`src/rtl/ibex_fetch_aligner.sv`:
```
// ibex_fetch_aligner: splits and joins fetch words into decompressed 16/32-bit instructions for ID
module ibex_compressed_decoder (
  input  logic [31:0] instr_i,
  output logic [31:0] instr_o,
  output logic        illegal_instr_o
);
  logic [31:0] i;
  assign i = instr_i;
  always_comb begin
    instr_o = i;
    illegal_instr_o = 1'b0;
    case (i[1:0])
      2'b00: case (i[15:13])
        3'b000: begin
          instr_o = {2'b0, i[10:7], i[12:11], i[5], i[6], 2'b00, 5'h02, 3'b000, 2'b01, i[4:2], 7'h13};
          illegal_instr_o = i[12:5] == 8'b0;
        end
        3'b010: instr_o = {5'b0, i[5], i[12:10], i[6], 2'b00, 2'b01, i[9:7], 3'b010, 2'b01, i[4:2], 7'h03};
        3'b110: instr_o = {5'b0, i[5], i[12], 2'b01, i[4:2], 2'b01, i[9:7], 3'b010, i[11:10], i[6], 2'b00, 7'h23};
        default: illegal_instr_o = 1'b1;
      endcase
      2'b01: case (i[15:13])
        3'b000: instr_o = {{6{i[12]}}, i[12], i[6:2], i[11:7], 3'b0, i[11:7], 7'h13};
        3'b001, 3'b101: instr_o = {i[12], i[8], i[10:9], i[6], i[7], i[2], i[11], i[5:3], {9{i[12]}}, 4'b0, ~i[15], 7'h6f};
        3'b010: instr_o = {{6{i[12]}}, i[12], i[6:2], 5'b0, 3'b0, i[11:7], 7'h13};
        3'b011: begin
          instr_o = (i[11:7] == 5'h02) ?
            {{3{i[12]}}, i[4:3], i[5], i[2], i[6], 4'b0, 5'h02, 3'b000, 5'h02, 7'h13} :
            {{15{i[12]}}, i[6:2], i[11:7], 7'h37};
          illegal_instr_o = {i[12], i[6:2]} == 6'b0;
        end
        3'b100: case (i[11:10])
          2'b00, 2'b01: begin
            instr_o = {1'b0, i[10], 5'b0, i[6:2], 2'b01, i[9:7], 3'b101, 2'b01, i[9:7], 7'h13};
            illegal_instr_o = i[12];
          end
          2'b10: instr_o = {{6{i[12]}}, i[12], i[6:2], 2'b01, i[9:7], 3'b111, 2'b01, i[9:7], 7'h13};
          default: case ({i[12], i[6:5]})
            3'b000: instr_o = {2'b01, 5'b0, 2'b01, i[4:2], 2'b01, i[9:7], 3'b000, 2'b01, i[9:7], 7'h33};
            3'b001: instr_o = {7'b0, 2'b01, i[4:2], 2'b01, i[9:7], 3'b100, 2'b01, i[9:7], 7'h33};
            3'b010: instr_o = {7'b0, 2'b01, i[4:2], 2'b01, i[9:7], 3'b110, 2'b01, i[9:7], 7'h33};
            3'b011: instr_o = {7'b0, 2'b01, i[4:2], 2'b01, i[9:7], 3'b111, 2'b01, i[9:7], 7'h33};
            default: illegal_instr_o = 1'b1;
          endcase
        endcase
        default: instr_o = {{4{i[12]}}, i[6:5], i[2], 5'b0, 2'b01, i[9:7], 2'b00, i[13], i[11:10], i[4:3], i[12], 7'h63};
      endcase
      2'b10: case (i[15:13])
        3'b000: begin
          instr_o = {7'b0, i[6:2], i[11:7], 3'b001, i[11:7], 7'h13};
          illegal_instr_o = i[12];
        end
        3'b010: begin
          instr_o = {4'b0, i[3:2], i[12], i[6:4], 2'b00, 5'h02, 3'b010, i[11:7], 7'h03};
          illegal_instr_o = i[11:7] == 5'b0;
        end
        3'b100: begin
          if (!i[12]) begin
            instr_o = (i[6:2] != 5'b0) ? {7'b0, i[6:2], 5'b0, 3'b0, i[11:7], 7'h33} :
                                         {12'b0, i[11:7], 3'b0, 5'b0, 7'h67};
            illegal_instr_o = i[6:2] == 5'b0 && i[11:7] == 5'b0;
          end else begin
            instr_o = (i[6:2] != 5'b0) ? {7'b0, i[6:2], i[11:7], 3'b0, i[11:7], 7'h33} :
                      (i[11:7] == 5'b0) ? 32'h0010_0073 :
                                          {12'b0, i[11:7], 3'b000, 5'b00001, 7'h67};
          end
        end
        3'b110: instr_o = {4'b0, i[8:7], i[12], i[6:2], 5'h02, 3'b010, i[11:9], 2'b00, 7'h23};
        default: illegal_instr_o = 1'b1;
      endcase
      default: ;
    endcase
  end
endmodule

module ibex_fetch_aligner #(
  parameter logic [31:0] BOOT_ADDR = 32'h0000_0080
) (
  input  logic        clk_i,
  input  logic        rst_i,
  input  logic        fetch_valid_i,
  output logic        fetch_ready_o,
  input  logic [31:0] fetch_rdata_i,
  input  logic        fetch_err_i,
  input  logic        branch_i,
  input  logic [31:0] branch_addr_i,
  output logic        id_valid_o,
  input  logic        id_ready_i,
  output logic [31:0] id_instr_o,
  output logic [31:0] id_instr_raw_o,
  output logic [31:0] id_pc_o,
  output logic        id_is_compressed_o,
  output logic        id_illegal_c_o,
  output logic        id_err_o
);
  typedef enum logic [1:0] {ALIGNED, UNALIGNED_EMPTY, HELD, ERR} state_t;
  state_t state, nxt;
  logic [15:0] hold_q;
  logic hold_err_q, adv, consume, emit, is_c, err, load_hold, dec_ill;
  logic [2:0] inc;
  logic [31:0] pc_q, raw, dec_instr;
  assign adv = !id_valid_o || id_ready_i;
  assign fetch_ready_o = adv && !branch_i && consume;
  always_comb begin
    nxt = state;
    consume = 1'b0;
    emit = 1'b0;
    is_c = 1'b0;
    err = fetch_err_i;
    load_hold = 1'b0;
    inc = 3'd0;
    raw = fetch_rdata_i;
    case (state)
      ALIGNED: if (fetch_valid_i) begin
        consume = 1'b1;
        emit = 1'b1;
        is_c = fetch_rdata_i[1:0] != 2'b11;
        load_hold = is_c;
        raw = is_c ? {16'b0, fetch_rdata_i[15:0]} : fetch_rdata_i;
        inc = is_c ? 3'd2 : 3'd4;
        nxt = is_c ? HELD : ALIGNED;
      end
      HELD: if (hold_q[1:0] != 2'b11) begin
        emit = 1'b1;
        is_c = 1'b1;
        err = hold_err_q;
        raw = {16'b0, hold_q};
        inc = 3'd2;
        nxt = ALIGNED;
      end else if (fetch_valid_i) begin
        consume = 1'b1;
        emit = 1'b1;
        err = hold_err_q || fetch_err_i;
        raw = {fetch_rdata_i[15:0], hold_q};
        load_hold = 1'b1;
        inc = 3'd4;
      end
      UNALIGNED_EMPTY: if (fetch_valid_i) begin
        consume = 1'b1;
        load_hold = 1'b1;
        nxt = HELD;
      end
      default: ;
    endcase
    if (emit && err) nxt = ERR;
  end
  ibex_compressed_decoder u_dec (.instr_i(raw), .instr_o(dec_instr), .illegal_instr_o(dec_ill));
  always_ff @(posedge clk_i) begin
    if (rst_i) begin
      state <= ALIGNED;
      pc_q <= BOOT_ADDR;
      hold_q <= 16'b0;
      hold_err_q <= 1'b0;
      id_valid_o <= 1'b0;
      id_instr_o <= 32'b0;
      id_instr_raw_o <= 32'b0;
      id_pc_o <= 32'b0;
      id_is_compressed_o <= 1'b0;
      id_illegal_c_o <= 1'b0;
      id_err_o <= 1'b0;
    end else if (branch_i) begin
      state <= branch_addr_i[1] ? UNALIGNED_EMPTY : ALIGNED;
      pc_q <= branch_addr_i & ~32'h1;
      hold_err_q <= 1'b0;
      id_valid_o <= 1'b0;
    end else if (adv) begin
      state <= nxt;
      pc_q <= pc_q + 32'(inc);
      if (load_hold) begin
        hold_q <= fetch_rdata_i[31:16];
        hold_err_q <= fetch_err_i;
      end
      id_valid_o <= emit;
      if (emit) begin
        id_instr_o <= err ? 32'b0 : dec_instr;
        id_instr_raw_o <= err ? 32'b0 : raw;
        id_pc_o <= pc_q;
        id_is_compressed_o <= is_c;
        id_illegal_c_o <= !err && dec_ill;
        id_err_o <= err;
      end
    end
  end
endmodule
```
`config.mk`:
```
export PLATFORM = sky130hd
export DESIGN_NAME = ibex_fetch_aligner
export DESIGN_NICKNAME = d
export VERILOG_FILES = /design/src/rtl/ibex_fetch_aligner.sv
export SDC_FILE = /design/constraint.sdc
export NUM_CORES = 1
export LEC_CHECK = 0
export ABC_AREA = 1
export BUFFER_PORTS_ARGS = -buffer_cell sky130_fd_sc_hd__buf_2
export CAP_MARGIN = 20
export CORE_MARGIN = 2
export CORE_UTILIZATION = 52
export DETAILED_ROUTE_END_ITERATION = 6
export PLACE_DENSITY = 0.76
export SLEW_MARGIN = 20
export SYNTH_ARGS = -nofsm -noshare
export SYNTH_HDL_FRONTEND = slang
export SYNTH_SLANG_ARGS = --single-unit
```
`constraint.sdc`:
```
create_clock -name clk_i -period 6.1 [get_ports clk_i]
set_input_delay 0.915 -clock clk_i [delete_from_list [all_inputs] [get_ports clk_i]]
set_output_delay 0.915 -clock clk_i [all_outputs]
set_load 0.05 [all_outputs]
```
==> results.md <==
- Final nets: about 1,600
- RSZ-0062 raised after global routing: false
- Largest net degree at the start of global routing: 70
- Least-Margin Pin Slew: 1106 ps
- Clock Skew: 12.06 ps
- Largest family of logic cells by synthesized area: simple AND/OR/NAND/NOR gates
- GRT Total Usage: 0.3628
- Post CTS Setup Buffer Count: 0
- Worst skew pair latency: 440 ps
- CP Cell Sequence: buf_2 -> inv_1 -> nor2_1 -> inv_1 -> o21ai_0 -> inv_1 -> fa_1 -> nor2_1 -> nand4_1 -> nor2_1 -> nand2_1 -> nor2_1 -> inv_1 -> nor4_1 -> xor2_1 -> nand2_1 -> a31oi_1
- Antenna violations before repair: 0
- Yosys warning total: 0
- Combinational share of power: 0.263
- Yosys top cell area share: 0.3315
- Clock buffer depth: 2
- Post-DP HPWL: approximately 24 mm
- Fmax: 253.9 MHz
- Peak VDD IR: 0.2011 mV
- R2R Setup Slk: 2190 ps
- Final core occ: 0.6124
- Failing checks: design-rule violations
- WP depth: 17
- DIE AREA: around 18,000 um^2
- Synth Instances: 1,388
- Mux cell area share after synthesis: 0
- Max_slew headroom: 0.2547
- Clk pwr share: 0.369
- Syn Nets: 1,466
- Hold Buf Count CTS: 0
- Area growth syn-to-layout: 16.49%
- Mapped Area: 8997 um^2
- Worst r2r dst: pc_q[29]
- Total Power: just under 3000 uW
- PortBufs: 168
- Final setup TNS: 0 ps
- Routed Antenna Nets: 0
- Antenna diodes: 0
- CP endpoint kind: flip-flop
- Static Leak: around 0.0047 uW
- Element type at the critical path start: input port
- Die Span Y: around 140 um
- Area contributors post-synth: dfxtp_1 (33%), nand2_1 (15%), a21oi_1 (8.3%)
- Share of cells above drive strength 1: 0.1922
- Initial detailed-routing violation count: slightly above 900
- Ports: 171
- Clk slew on worst S/H paths: 70 ps
- Critical path destination: pc_q[29]
- Vias post-DR: approximately 10,000
- Status: complete, but fails checks
- Crit path time final: between 3000 and 4000 ps
- Sequential fraction of the synthesis area: 0.3315
- Max Cap Viol: 0
- Part of the power in registers: 0.368
- TritonCTS Buffers: 17
- P_sw: 1140 uW
- Residual DRC: 4
- CP Buf/Inv Count: 5
- Max FO, Critical Path: 38
- Die width: about 140 um
- Pwr/cell area: about 280 nW/um^2
- GP Congestion: 1.068
- Flops & latches, synth: approximately 150
- CP max stage delay: ~500 ps
- Crit path launch: fetch_valid_i
- H-tree levels: 4
- Starting density of the core: 0.5257
- Area leader, netlist: dfxtp_1
- Setup Viol. Count Final: 0
- Final slew viol count: 0
- # resized after CTS: 0
- Vias in the first global route: about 9,500
- Final Hold Viols: 0
- Post-synthesis average cell area: 6.482 um^2
- CORE AREA: 17,120 um^2
- Via density: 5.745
- CTS tree: yes
- Synth unique cells: 48
- Clock sinks: 149
- HP Class: reg2reg
- Crit path setup slack, layout: 2162 ps
- Post-route cell area: roughly 10,000 um^2
- Crit share post-route: 0.6456
- Delay-heaviest family, CP: simple AND/OR/NAND/NOR gates
- Crit-path slowest cell: buf_2
- R2r startpoint: state[0]
- Worst Path Arrival: approximately 4300 ps
- Clk root buf: clkbuf_16
- Global route overflow: 0
- Pre-CTS WS: ~1800 ps
- Critical path data required time: around 6500 ps
- Routed WL per cell: between 15 and 20 um
- Crit path kind: in2reg
- XOR/XNOR Fraction of Synth Area: 0.02044
- Synth Area in Adders: 0.01196
- Sw Ratio: 0.3857
- Post-synthesis simple-gate area fraction: 0.3047
- P_int: 1816 uW
- 1st-pass router iterations: 7
- Post-DP Area: slightly below 10,000 um^2
- Compound-Gate Fraction of Synth Area: 0.2347
- Routed WL: 32.96 mm
- First-pass GRT wire length: just over 50 mm
- Cell Rows: between 40 and 50
- R2r worst-path depth: 21
cells by family after synthesis:
family	after synthesis
flip-flops	149
other	1
AO/OA/AOI/OAI	386
buffers and inverters	213
AND/OR/NAND/NOR	610
adder cells (fa/ha/maj)	8
XOR/XNOR	21
cell usage in the layout, fill, tap and decap left out, types with 3 or more instances in the layout:
master and count:
a21oi_1 149, a21oi_2 3, a22oi_1 7, a31oi_1 32, buf_2 168, buf_4 8
clkbuf_16 17, clkinv_8 4, dfxtp_1 149, ha_1 7, inv_1 126, inv_2 21
inv_6 3, inv_8 3, nand2_1 361, nand2_2 13, nand2_4 6, nand3_1 72
nand3_2 4, nand4_1 7, nor2_1 94, nor2_2 14, nor2_4 13, nor2_8 3
nor3_1 14, nor4_1 3, o211ai_1 13, o21ai_0 136, o21ai_1 26, o22ai_1 6
xor2_1 20
synthesized netlist by cell type, drive strengths merged:
library cell,instances
o211ai,13
nor2,124
ha,7
a21boi,1
clkbuf,40
xnor2,1
nor3,14
nand2,380
fa,1
a41oi,1
nand4,7
conb,1
a21oi,152
o21a,1
or2,2
a31oi,32
o21ai,166
dfxtp,149
nand3b,2
o31ai,1
xor2,20
o2111ai,1
o22ai,7
buf,26
nor4,3
nand3,78
a22oi,8
a32oi,2
inv,147
a2111oi,1
sequential cells by signal, indices dropped and copies added (netlist names):
name,flops
id_err_o,1
id_pc_o,31
id_illegal_c_o,1
hold_q,16
id_instr_o,32
id_instr_raw_o,32
id_valid_o,1
pc_q,31
state,2
hold_err_q,1
id_is_compressed_o,1
worst min-delay path, delay by kind of cell, from the launching register on:
| family | cells | cell delay (ps) |
|---|---|---|
| buffers and inverters | 1 | 60 |
| flip-flops | 1 | 300 |
| AO/OA/AOI/OAI | 1 | 50 |
worst min path at each step:
| stage | end | cells past startpoint | slack (ps) | from |
|---|---|---|---|---|
| after floorplan | hold_q[2] | 2 | 430 | hold_q[2] |
| after global placement | hold_q[3] | 2 | 440 | hold_q[3] |
| after detailed placement | hold_q[6] | 2 | 450 | hold_q[6] |
| after CTS | hold_q[4] | 2 | 460 | hold_q[4] |
| after global routing | id_instr_raw_o[2] | 2 | 480 | id_instr_raw_o[2] |
| final | hold_q[6] | 2 | 460 | hold_q[6] |
routing by layer:
layer / GRT usage / vias up / part of all wire
met3: 0.06135 / 94 / 0.076
met1: 0.4652 / 4672 / 0.42
li1: - / 4838 / -
met2: 0.5979 / 479 / 0.46
met5: 0 / - / 0
met4: 0.1644 / 0 / 0.048
area by class of cell:
cell class | count | area [um^2]
Clock inverter | 15 | 185.2
Sequential cell | 149 | 2983
Fill cell | 1667 | 6635
Multi-Input combinational cell | 1026 | 5154
Inverter | 147 | 551.8
Tap cell | 225 | 281.5
Timing Repair Buffer | 176 | 900.9
Clock buffer | 17 | 425.4
metrics by stage:
step | hold WS [ps] | std cells
2_1_floorplan | 429.7 | 1388
3_3_place_gp | 442.6 | 1723
3_5_place_dp | 448.0 | 1723
4_1_cts | 459.7 | 1755
5_1_grt | 479.0 | 1755
6_report | 456.1 | 1755
power groups by stage:
| stage | registers, uW | clock network (uW) | logic, uW |
|---|---|---|---|
| after global routing | 1090 | 1140 | 839 |
| after floorplan | 1260 | 0 | 387 |
| after detailed placement | 1110 | 0 | 765 |
| final | 1090 | 1090 | 778 |
| after CTS | 1090 | 1100 | 768 |
| after global placement | 1110 | 0 | 763 |
Note: power is estimated with default switching activity, not from simulation.
